## src/rtl/display_scan_mux.sv

```systemverilog
// Time-multiplexed scan driver for common-anode seven-segment banks.
// Each channel is shown for DWELL cycles with a BLANK-cycle dark gap between digits.
module display_scan_mux #(
    parameter int DATA_WIDTH = 7,
    parameter int CHANNELS   = 4,
    parameter int DWELL      = 50000,
    parameter int BLANK      = 2,
    localparam int SEL_W     = $clog2(CHANNELS)
) (
    input  logic                           clock,
    input  logic                           reset_n,
    input  logic [CHANNELS*DATA_WIDTH-1:0] in_data,
    input  logic                           enable,
    input  logic                           mode,
    input  logic [SEL_W-1:0]               manual_select,
    output logic [DATA_WIDTH-1:0]          out,
    output logic [CHANNELS-1:0]            digit_select,
    output logic [SEL_W-1:0]               channel,
    output logic                           scan_wrap
);

    typedef enum logic [1:0] {
        S_IDLE,
        S_GAP,
        S_SHOW
    } state_t;

    localparam int CNT_MAX = (DWELL > BLANK) ? DWELL : BLANK;
    localparam int CNT_W   = $clog2(CNT_MAX + 1);
    localparam logic [CNT_W-1:0] DWELL_LAST = CNT_W'(DWELL - 1);
    localparam logic [CNT_W-1:0] BLANK_LAST = CNT_W'((BLANK > 0) ? BLANK - 1 : 0);
    localparam logic [SEL_W-1:0] LAST_CH    = SEL_W'(CHANNELS - 1);
    // With no blanking gap a finished digit goes straight to the next SHOW.
    localparam state_t AFTER_SHOW = (BLANK == 0) ? S_SHOW : S_GAP;

    state_t                r_state;
    logic [CNT_W-1:0]      r_cnt;
    logic [SEL_W-1:0]      r_chan;
    logic [DATA_WIDTH-1:0] r_out;
    logic [CHANNELS-1:0]   r_digit;
    logic                  r_wrap;

    state_t                w_state_nxt;
    logic [CNT_W-1:0]      w_cnt_nxt;
    logic [SEL_W-1:0]      w_chan_nxt;
    logic                  w_wrap_nxt;
    logic [SEL_W-1:0]      w_msel;
    logic [SEL_W-1:0]      w_chan_adv;
    logic [DATA_WIDTH-1:0] w_data;
    logic [CHANNELS-1:0]   w_strobe;
    logic [DATA_WIDTH-1:0] w_words [CHANNELS];

    for (genvar gi = 0; gi < CHANNELS; gi++) begin : g_words
        assign w_words[gi] = in_data[gi*DATA_WIDTH +: DATA_WIDTH];
    end

    always_comb begin
        w_msel = manual_select;
        if (int'(manual_select) > CHANNELS - 1) begin
            w_msel = LAST_CH;
        end
    end

    assign w_chan_adv = (r_chan == LAST_CH) ? '0 : r_chan + SEL_W'(1);

    always_comb begin
        w_state_nxt = r_state;
        w_cnt_nxt   = r_cnt + CNT_W'(1);
        w_chan_nxt  = r_chan;
        w_wrap_nxt  = 1'b0;
        if (!enable) begin
            w_state_nxt = S_IDLE;
            w_cnt_nxt   = '0;
            w_chan_nxt  = '0;
        end else begin
            case (r_state)
                S_IDLE: begin
                    w_state_nxt = AFTER_SHOW;
                    w_cnt_nxt   = '0;
                    w_chan_nxt  = mode ? w_msel : '0;
                end
                S_GAP: begin
                    if (mode) begin
                        w_chan_nxt = w_msel;
                    end
                    if (r_cnt == BLANK_LAST) begin
                        w_state_nxt = S_SHOW;
                        w_cnt_nxt   = '0;
                    end
                end
                S_SHOW: begin
                    if (mode && (w_msel != r_chan)) begin
                        // A new manual pick cuts the dwell short and blanks first.
                        w_state_nxt = AFTER_SHOW;
                        w_cnt_nxt   = '0;
                        w_chan_nxt  = w_msel;
                    end else if (r_cnt == DWELL_LAST) begin
                        w_state_nxt = AFTER_SHOW;
                        w_cnt_nxt   = '0;
                        if (!mode) begin
                            w_chan_nxt = w_chan_adv;
                            w_wrap_nxt = (r_chan == LAST_CH);
                        end
                    end
                end
                default: begin
                    w_state_nxt = S_IDLE;
                    w_cnt_nxt   = '0;
                    w_chan_nxt  = '0;
                end
            endcase
        end
    end

    // Output stage: drive segments and strobe from the state held this cycle.
    always_comb begin
        w_strobe = '1;
        w_data   = '0;
        if (r_state == S_SHOW) begin
            w_strobe[r_chan] = 1'b0;
            w_data           = w_words[r_chan];
        end
    end

    always_ff @(posedge clock or negedge reset_n) begin
        if (!reset_n) begin
            r_state <= S_IDLE;
            r_cnt   <= '0;
            r_chan  <= '0;
            r_out   <= '0;
            r_digit <= '1;
            r_wrap  <= 1'b0;
        end else begin
            r_state <= w_state_nxt;
            r_cnt   <= w_cnt_nxt;
            r_chan  <= w_chan_nxt;
            r_out   <= w_data;
            r_digit <= w_strobe;
            r_wrap  <= w_wrap_nxt;
        end
    end

    assign out          = r_out;
    assign digit_select = r_digit;
    assign channel      = r_chan;
    assign scan_wrap    = r_wrap;

endmodule

```

## config.mk

```make
export PLATFORM = sky130hd
export DESIGN_NAME = display_scan_mux
export DESIGN_NICKNAME = d
export VERILOG_FILES = /design/src/rtl/display_scan_mux.sv
export SDC_FILE = /design/constraint.sdc
export NUM_CORES = 1
export LEC_CHECK = 0
export BUFFER_PORTS_ARGS = -buffer_cell sky130_fd_sc_hd__clkbuf_2
export CORE_MARGIN = 3
export CORE_UTILIZATION = 35
export CTS_CLUSTER_SIZE = 28
export DETAILED_ROUTE_END_ITERATION = 8
export SETUP_SLACK_MARGIN = 0.15
export SLEW_MARGIN = 10
export SYNTH_ARGS = -nofsm -noshare
export SYNTH_HDL_FRONTEND = slang
export SYNTH_SLANG_ARGS = --single-unit
```

## constraint.sdc

```tcl
create_clock -name clock -period 2.5 [get_ports clock]
set_clock_uncertainty 0.15 [all_clocks]
set_input_delay 0.25 -clock clock [delete_from_list [all_inputs] [get_ports clock]]
set_output_delay 0.25 -clock clock [all_outputs]
set_load 0.05 [all_outputs]
```

==> impl_metrics.json, run 1 <==
{
  "insertion_delay_ns": 0.27,
  "via_per_inst": 4.78,
  "r2r-start": "r_cnt[0]$_DFF_PN0_",
  "cts_tree": "built",
  "post-dp-hpwl_mm": 3.06,
  "required_ns": 2.50,
  "row_count": 25,
  "ios": 48,
  "diodes": 0,
  "cts_resized": 0,
  "wire_per_inst_um": 14.4,
  "drtIter0Drc": 34,
  "busiest_layer": "met2",
  "drt_wl_total_mm": 3.96,
  "antenna_found_initial": 0,
  "p_sw_share_pct": 36.6,
  "hold_class": "in -> reg",
  "htreeDepth": 2,
  "final_util_pct": 45.6,
  "nets": 251,
  "synth_edf_count": 0,
  "numCtsBuffers": 5,
  "dieWidth_um": 78.4,
  "grtUsageTotal_pct": 13.9,
  "r2r.worst_path.cells": 6,
  "drc_errors": 0,
  "syn_area_um2": 1840,
  "synthCells": 154,
  "port_buffers": 47,
  "critPathKind": "reg -> reg",
  "p_clk_share_pct": 24.4,
  "crit_chain": "ha_1, and4_2, nand4_2, a32oi_2, nand3b_4, nor2_1",
  "grt_util_met2_pct": 21.1,
  "whs_endpoint": "scan_wrap$_DFF_PN0_",
  "synth_seq_cells": 32,
  "min_path_cells": 2,
  "cap_violations": 0,
  "path_clk_slew_ns": 0.06,
  "slowest_delay_ns": 0.45,
  "path_max_fanout": 16,
  "min_period_over_period_pct": 84.8,
  "synth_ff_type": "dfrtp_1",
  "cp_slowest_cell": "dfrtp_1",
  "dp.cells": 265,
  "die_area_um2": 6150,
  "drv_slew": 0,
  "finalSetupTns_ns": 0,
  "setup_viol": 0,
  "fin_crit_ns": 2.12,
  "ys_types": 39,
  "final_cell_mix": "clkbuf_2 (47), dfrtp_1 (28), xor2_1 (12)",
  "internal_power_mw": 1.04,
  "finalNonFillerCells": 274,
  "drt_pass1_iterations": 4,
  "grt_pass1_wl_mm": 6.59,
  "avgSynthCellArea_um2": 11.9,
  "drive_gt1_share_pct": 41.5,
  "vias": 1309,
  "async_flop_share_pct": 100,
  "synth-seq-area-share_pct": 43.9,
  "clkSinkCount": 32,
  "end_kind": "register",
  "start_util_pct": 37.6,
  "seq_power_share_pct": 37.4,
  "mostFrequentLayoutCell": "clkbuf_2",
  "yosys_warnings": 0,
  "grt_max_degree": 33,
  "startpoint_type": "register",
  "rrSetupSlack_ns": 0.38,
  "vdd_drop_max_uv": 388,
  "synth_fp_nets": 199,
  "power.share.combinational_pct": 38.3,
  "arrival_ns": 2.12,
  "grt_pass1_vias": 1364,
  "p_leak_nw": 1.05,
  "clock_path_buffers": 2,
  "use_met1_pct": 19.2,
  "power.switching_mw": 0.597,
  "gp_congestion": 0.798,
  "report.power.total_mw": 1.63,
  "core_area_um2": 4880,
  "relSlewSlack_pct": 47.4,
  "hold_viol_final": 0,
  "max_freq_mhz": 472,
  "rr_endpoint": "r_cnt[2]$_DFF_PN0_",
  "area_growth_pct": 21.3,
  "rsz0062_at_grt": "false",
  "antenna_left": 0,
  "cts-root-buf": "clkbuf_8",
  "status": "finished clean",
  "die_height_um": 78.4,
  "hp-start": "mode",
  "use_met3_pct": 2.98,
  "grt_overflow": 0,
  "power_density_nw_per_um2": 733,
  "tightestPinTransition_ns": 0.790
}
==> per-layer routing <==
metal	part of all wire, %	vias to the layer above
met5	0	-
met4	1.1	0
met3	1.9	2
met2	49	19
met1	48	644
li1	-	644
==> sequential cells by signal, indices dropped and copies added, names as in the netlist <==
name          count
r_cnt            16
out               7
digit_select      4
channel           2
r_state           2
scan_wrap         1
==> cells in the mapped netlist, types with 2 or more instances <==
cell      number  area share, %
a211oi_1       2           0.82
dfrtp_1       28             38
nor3_1         2           0.55
nand3_1        7            1.9
nor2_1         8            1.6
and3_1         3            1.0
xor2_1        12            5.7
mux2i_1        2            1.1
nand4_1        3            1.0
and2_1         7            2.4
xnor2_1        4            1.9
ha_1          11            7.5
clkbuf_1       2           0.41
nand2_1        8            1.6
nor2_2        10            3.4
and4_1         3            1.4
and4_2         3            1.6
nor4_1         2           0.68
inv_1          6            1.2
a21oi_1        3           0.82
mux4_2         7            8.6
dfstp_2        4            5.7
==> area by class of cell <==
type | instances | area (um2)
timing repair buffer | 50 | 260
clock buffer | 7 | 86.3
inverter | 6 | 22.5
sequential | 32 | 806
multi-input combinational | 111 | 961
clock inverter | 1 | 7.51
tap | 67 | 83.8
fill | 486 | 2650
==> timing repair <==
action                                  in CTS  in global routing
hold buffers                                 1                  0
hold endpoints to repair                    28                  0
endpoints found under the setup margin       0                  0
setup buffers                                0                  0
==> worst max path at each step <==
stage | start | endpoint | cells after the start
after floorplan | channel[1]$_DFFE_PN0P_ | r_cnt[9]$_DFF_PN0_ | 7
after global placement | r_cnt[0]$_DFF_PN0_ | r_cnt[3]$_DFF_PN0_ | 6
after detailed placement | r_cnt[0]$_DFF_PN0_ | r_cnt[2]$_DFF_PN0_ | 6
after CTS | r_cnt[0]$_DFF_PN0_ | r_cnt[2]$_DFF_PN0_ | 6
after global routing | r_cnt[0]$_DFF_PN0_ | r_cnt[2]$_DFF_PN0_ | 6
final | r_cnt[0]$_DFF_PN0_ | r_cnt[2]$_DFF_PN0_ | 6
==> cell families after synthesis <==
group	share of synthesized area, %
multiplexers	9.68
buffers and inverters	3.75
XOR/XNOR	8.52
adder cells (fa/ha/maj)	7.50
AND/OR/NAND/NOR	21.6
AO/OA/AOI/OAI	5.04
flip-flops	43.9
==> power groups by stage <==
stage	Sequential [mW]	Combinational, mW	Clock, mW
3_3_place_gp	0.621	0.620	0
2_1_floorplan	0.742	0.371	0
4_1_cts	0.612	0.632	0.417
6_report	0.610	0.625	0.398
3_5_place_dp	0.620	0.630	0
5_1_grt	0.619	0.687	0.440
==> worst max-delay path, delay by kind of cell (launching register included) <==
family	cells	cell delay [ns]
DFF	1	0.45
adders and majority gates	1	0.25
AOI/OAI and AO/OA	1	0.33
and+or+nand+nor	4	0.82
==> stage by stage <==
stage	setup WS [ns]	instance area, um2	hold slack (ns)
final	0.381	2230	0.146
after global routing	0.235	2230	0.138
after CTS	0.372	2230	0.132
after detailed placement	0.356	2120	0.226
after global placement	0.402	2120	0.229
after floorplan	0.357	1840	-0.196
Note: power is estimated with default switching activity, not from simulation.
==> inputs of run 2 (changes only) <==
clock period = 1.9 ns   (was 2.5 ns; I/O delays follow)
==> impl_metrics.json, run 2 (synthesis gave the netlist of run 1 again) <==
{
  "status": "finished clean",
  "htreeDepth": 2,
  "start_util_pct": 37.6,
  "end_kind": "register",
  "drv_slew": 0,
  "final_cell_mix": "clkbuf_2 (47), dfrtp_1 (26), buf_4 (18)",
  "fin_crit_ns": 1.79,
  "row_count": 25,
  "cts-root-buf": "clkbuf_8",
  "startpoint_type": "register",
  "dp.cells": 280,
  "regMostFlops": "r_cnt",
  "arrival_ns": 1.80,
  "hold_ws_ns": 0.0881,
  "power_density_nw_per_um2": 921,
  "drt_pass1_iterations": 4,
  "crit_buf_inv": 2,
  "max_freq_mhz": 559,
  "hold_class": "in -> reg",
  "grt_pass1_wl_mm": 7.04,
  "dpl_worst_slack_ns": -0.0269,
  "clock_path_buffers": 2,
  "grt_max_degree": 21,
  "drtIter0Drc": 51,
  "cts_tree": "built",
  "ios": 48,
  "die_area_um2": 6150,
  "relSlewSlack_pct": 66.2,
  "critPathKind": "reg -> reg",
  "fin_ws_ns": 0.111,
  "cap_violations": 0,
  "largest_register_ff_count": 16,
  "wire_per_inst_um": 13.8,
  "grt_overflow": 0,
  "final_util_pct": 49.5,
  "slowest_delay_ns": 0.40,
  "drt_wl_total_mm": 3.99,
  "hold_viol_final": 0,
  "required_ns": 1.91,
  "crit_chain": "inv_1, ha_1, nor4b_4, nand4_1, a32oi_2, buf_4, xnor2_1, nor2_1",
  "die_height_um": 78.4,
  "finalNonFillerCells": 290,
  "post-dp-hpwl_mm": 3.04,
  "diodes": 0,
  "mostFrequentLayoutCell": "clkbuf_2",
  "report.power.total_mw": 2.23,
  "core_area_um2": 4880,
  "crit_family": "flip-flops",
  "insertion_delay_ns": 0.28,
  "cp_slowest_cell": "dfrtp_1",
  "dieWidth_um": 78.4,
  "p_leak_nw": 1.12,
  "drive_gt1_share_pct": 49.8,
  "vdd_drop_max_uv": 520,
  "rrSetupSlack_ns": 0.11,
  "setup_viol": 0,
  "antenna_left": 0,
  "vias": 1356,
  "grtUsageTotal_pct": 14.5,
  "numCtsBuffers": 5,
  "min_period_over_period_pct": 94.2,
  "path_clk_slew_ns": 0.06,
  "gp_congestion": 0.787,
  "grt_pass1_vias": 1493,
  "drc_errors": 0,
  "nets": 268,
  "rsz0062_at_grt": "true",
  "clkSinkCount": 32,
  "area_growth_pct": 31.7,
  "tightestPinTransition_ns": 0.506,
  "via_per_inst": 4.68,
  "antenna_found_initial": 0,
  "port_buffers": 47,
  "path_max_fanout": 3
}
[run 2: cell types whose count changed in the layout (fill, tap and decap cells not counted), moves of 2 or more]
cell,delta
a211oi_1,-2
ha_1,-2
dfrtp_2,+2
a211oi_2,+2
ha_2,+2
buf_4,+16
dfrtp_1,-2
[run 2: worst paths after layout]
kind / start / end / cells after the start
setup / recovery: r_cnt[1]$_DFF_PN0_ / r_state[0]$_DFFE_PN0P_ / 8
hold / removal: mode / scan_wrap$_DFF_PN0_ / 2
min in group asynchronous: reset_n / r_cnt[15]$_DFF_PN0_ / 2
hold reg to reg: r_cnt[0]$_DFF_PN0_ / r_cnt[0]$_DFF_PN0_ / 2
max in group asynchronous: reset_n / digit_select[3]$_DFF_PN1_ / 3
setup reg to reg: r_cnt[1]$_DFF_PN0_ / r_state[0]$_DFFE_PN0P_ / 8
[run 2: final cells by class]
| class | instances | area (um2) |
|---|---|---|
| clock inverters | 1 | 5.00 |
| flip-flops and latches | 32 | 808 |
| repair buffers | 66 | 380 |
| clock buffers | 6 | 72.6 |
| inverters | 6 | 22.5 |
| multi-input cells | 112 | 1040 |
| fillers | 457 | 2460 |
| well taps | 67 | 83.8 |
[run 2: where the power goes]
| group | switching [mW] | total [mW] | leakage, nW | internal [mW] |
|---|---|---|---|---|
| clock network | 0.227 | 0.476 | 0.0410 | 0.248 |
| registers | 0.0396 | 0.796 | 0.426 | 0.756 |
| logic | 0.558 | 0.955 | 0.648 | 0.397 |
[run 2: repair_timing]
| item | 4_1_cts | 5_1_grt |
|---|---|---|
| gates cloned | 1 | 0 |
| endpoints found under the hold margin | 18 | 0 |
| gates resized for setup | 3 | 3 |
| endpoints found under the setup margin | 20 | 20 |
| pin swaps | 5 | 3 |
| buffers inserted | 1 | 0 |
| hold buffers | 1 | 0 |
[run 2: per-stage QoR]
step | area (um2) | setup TNS, ns
4_1_cts | 2400 | 0
3_3_place_gp | 2270 | 0
5_1_grt | 2420 | -0.274
3_5_place_dp | 2270 | -0.136
6_report | 2420 | 0
2_1_floorplan | 1880 | -0.109
[run 2: layer usage]
layer | GRT usage (%) | routed length (um) | up-vias
met3 | 3.33 | 109 | 8
met1 | 19.9 | 1900 | 647
met4 | 5.42 | 56 | 0
met2 | 22.5 | 1920 | 19
li1 | - | - | 682
met5 | 0 | 0 | -
==> inputs of run 3 (changes only) <==
RECOVER_POWER = 25   (was not set)
==> impl_metrics.json, run 3 (synthesis gave the netlist of run 1 again) <==
{
  "rrSetupSlack_ns": 0.11,
  "row_count": 25,
  "wire_per_inst_um": 13.8,
  "dp.cells": 280,
  "crit_family": "flip-flops",
  "path_max_fanout": 3,
  "area_growth_pct": 31.6,
  "finalInstanceArea_um2": 2420,
  "nets": 268,
  "r2r-start": "r_cnt[1]$_DFF_PN0_",
  "cts-root-buf": "clkbuf_8",
  "mostFrequentLayoutCell": "clkbuf_2",
  "antenna_found_initial": 0,
  "drv_slew": 0,
  "final_cell_mix": "clkbuf_2 (46), dfrtp_1 (26), buf_4 (18)",
  "crit_buf_inv": 2,
  "whs_endpoint": "scan_wrap$_DFF_PN0_",
  "finalSetupTns_ns": 0,
  "fin_ws_ns": 0.111,
  "hold_viol_final": 0,
  "end_kind": "register",
  "diodes": 0,
  "cts_tree": "built",
  "clock_path_buffers": 2,
  "antenna_left": 0,
  "hold_ws_ns": 0.0881,
  "ios": 48,
  "fill_cells": 458,
  "p_leak_nw": 1.11,
  "post-dp-hpwl_mm": 3.04,
  "regMostFlops": "r_cnt",
  "fin_crit_ns": 1.79,
  "core_area_um2": 4880,
  "gp_congestion": 0.787,
  "tightestPinTransition_ns": 1.09,
  "relSlewSlack_pct": 27.4,
  "cap_violations": 0,
  "crit_chain": "inv_1, ha_1, nor4b_4, nand4_1, a32oi_2, buf_4, xnor2_1, nor2_1",
  "dieWidth_um": 78.4,
  "start_util_pct": 37.6,
  "grt_pass1_vias": 1493,
  "power_density_nw_per_um2": 921,
  "die_height_um": 78.4,
  "rsz0062_at_grt": "true",
  "grtUsageTotal_pct": 14.5,
  "r2r.worst_path.cells": 8,
  "drt_wl_total_mm": 3.99,
  "cp_slowest_cell": "dfrtp_1",
  "slowest_delay_ns": 0.40,
  "drt_pass1_iterations": 4,
  "via_per_inst": 4.68,
  "post_dp_cell_area_um2": 2270,
  "min_path_cells": 2,
  "hold_class": "in -> reg",
  "max_freq_mhz": 559,
  "final_util_pct": 49.5,
  "vdd_drop_max_uv": 520,
  "finalNonFillerCells": 290,
  "grt_max_degree": 21,
  "required_ns": 1.91,
  "report.power.total_mw": 2.23,
  "largest_register_ff_count": 16,
  "numCtsBuffers": 5,
  "insertion_delay_ns": 0.28,
  "drc_errors": 0,
  "rr_endpoint": "r_state[0]$_DFFE_PN0P_",
  "path_clk_slew_ns": 0.06,
  "setup_viol": 0,
  "startpoint_type": "register",
  "min_period_over_period_pct": 94.2,
  "status": "finished clean",
  "hp-start": "mode",
  "die_area_um2": 6150,
  "dpl_worst_slack_ns": -0.0269,
  "drtIter0Drc": 51,
  "vias": 1356,
  "htreeDepth": 2,
  "drive_gt1_share_pct": 49.3,
  "critPathKind": "reg -> reg",
  "clkSinkCount": 32,
  "port_buffers": 47,
  "arrival_ns": 1.80,
  "grt_overflow": 0,
  "grt_pass1_wl_mm": 7.04
}
-- run 3: how the worst max path moves through the flow --
stage | depth (start not counted) | endpoint | startpoint | slack, ns
3_5_place_dp | 7 | r_cnt[3]$_DFF_PN0_ | r_cnt[1]$_DFF_PN0_ | -0.03
3_3_place_gp | 7 | r_cnt[15]$_DFF_PN0_ | r_cnt[1]$_DFF_PN0_ | 0.01
5_1_grt | 8 | r_state[0]$_DFFE_PN0P_ | r_cnt[1]$_DFF_PN0_ | -0.03
6_report | 8 | r_state[0]$_DFFE_PN0P_ | r_cnt[1]$_DFF_PN0_ | 0.11
4_1_cts | 7 | r_cnt[14]$_DFF_PN0_ | r_cnt[1]$_DFF_PN0_ | 0.08
2_1_floorplan | 7 | r_cnt[0]$_DFF_PN0_ | r_cnt[0]$_DFF_PN0_ | -0.01
-- run 3: what timing repair did --
action                                  4_1_cts  5_1_grt
hold endpoints to repair                     18        0
endpoints found under the setup margin       20       20
resized for setup                             3        3
pin swaps                                     5        3
hold buffers                                  1        0
gates cloned                                  1        0
buffers inserted                              1        0
-- run 3: routing by layer --
layer | vias to the layer above | routed length, um | global-route usage, %
li1 | 682 | - | -
met1 | 647 | 1900 | 19.9
met2 | 19 | 1920 | 22.5
met3 | 8 | 109 | 3.33
met4 | 0 | 56 | 5.42
met5 | - | 0 | 0
-- run 3: final cells by class --
class	instances	area (um2)	share of cell area [%]
inverters	6	22.5	0.932
flip-flops and latches	32	808	33.5
repair buffers	66	379	15.7
multi-input cells	112	1040	43.2
clock inverters	1	5.00	0.207
well taps	67	83.8	3.47
clock buffers	6	72.6	3.00
-- run 3: power breakdown --
| part | leakage (nW) | switching, mW | internal [mW] | total, mW |
|---|---|---|---|---|
| logic | 0.645 | 0.558 | 0.397 | 0.955 |
| registers | 0.426 | 0.0396 | 0.756 | 0.796 |
| clock network | 0.0410 | 0.227 | 0.248 | 0.476 |
| total | 1.11 | 0.825 | 1.40 | 2.23 |
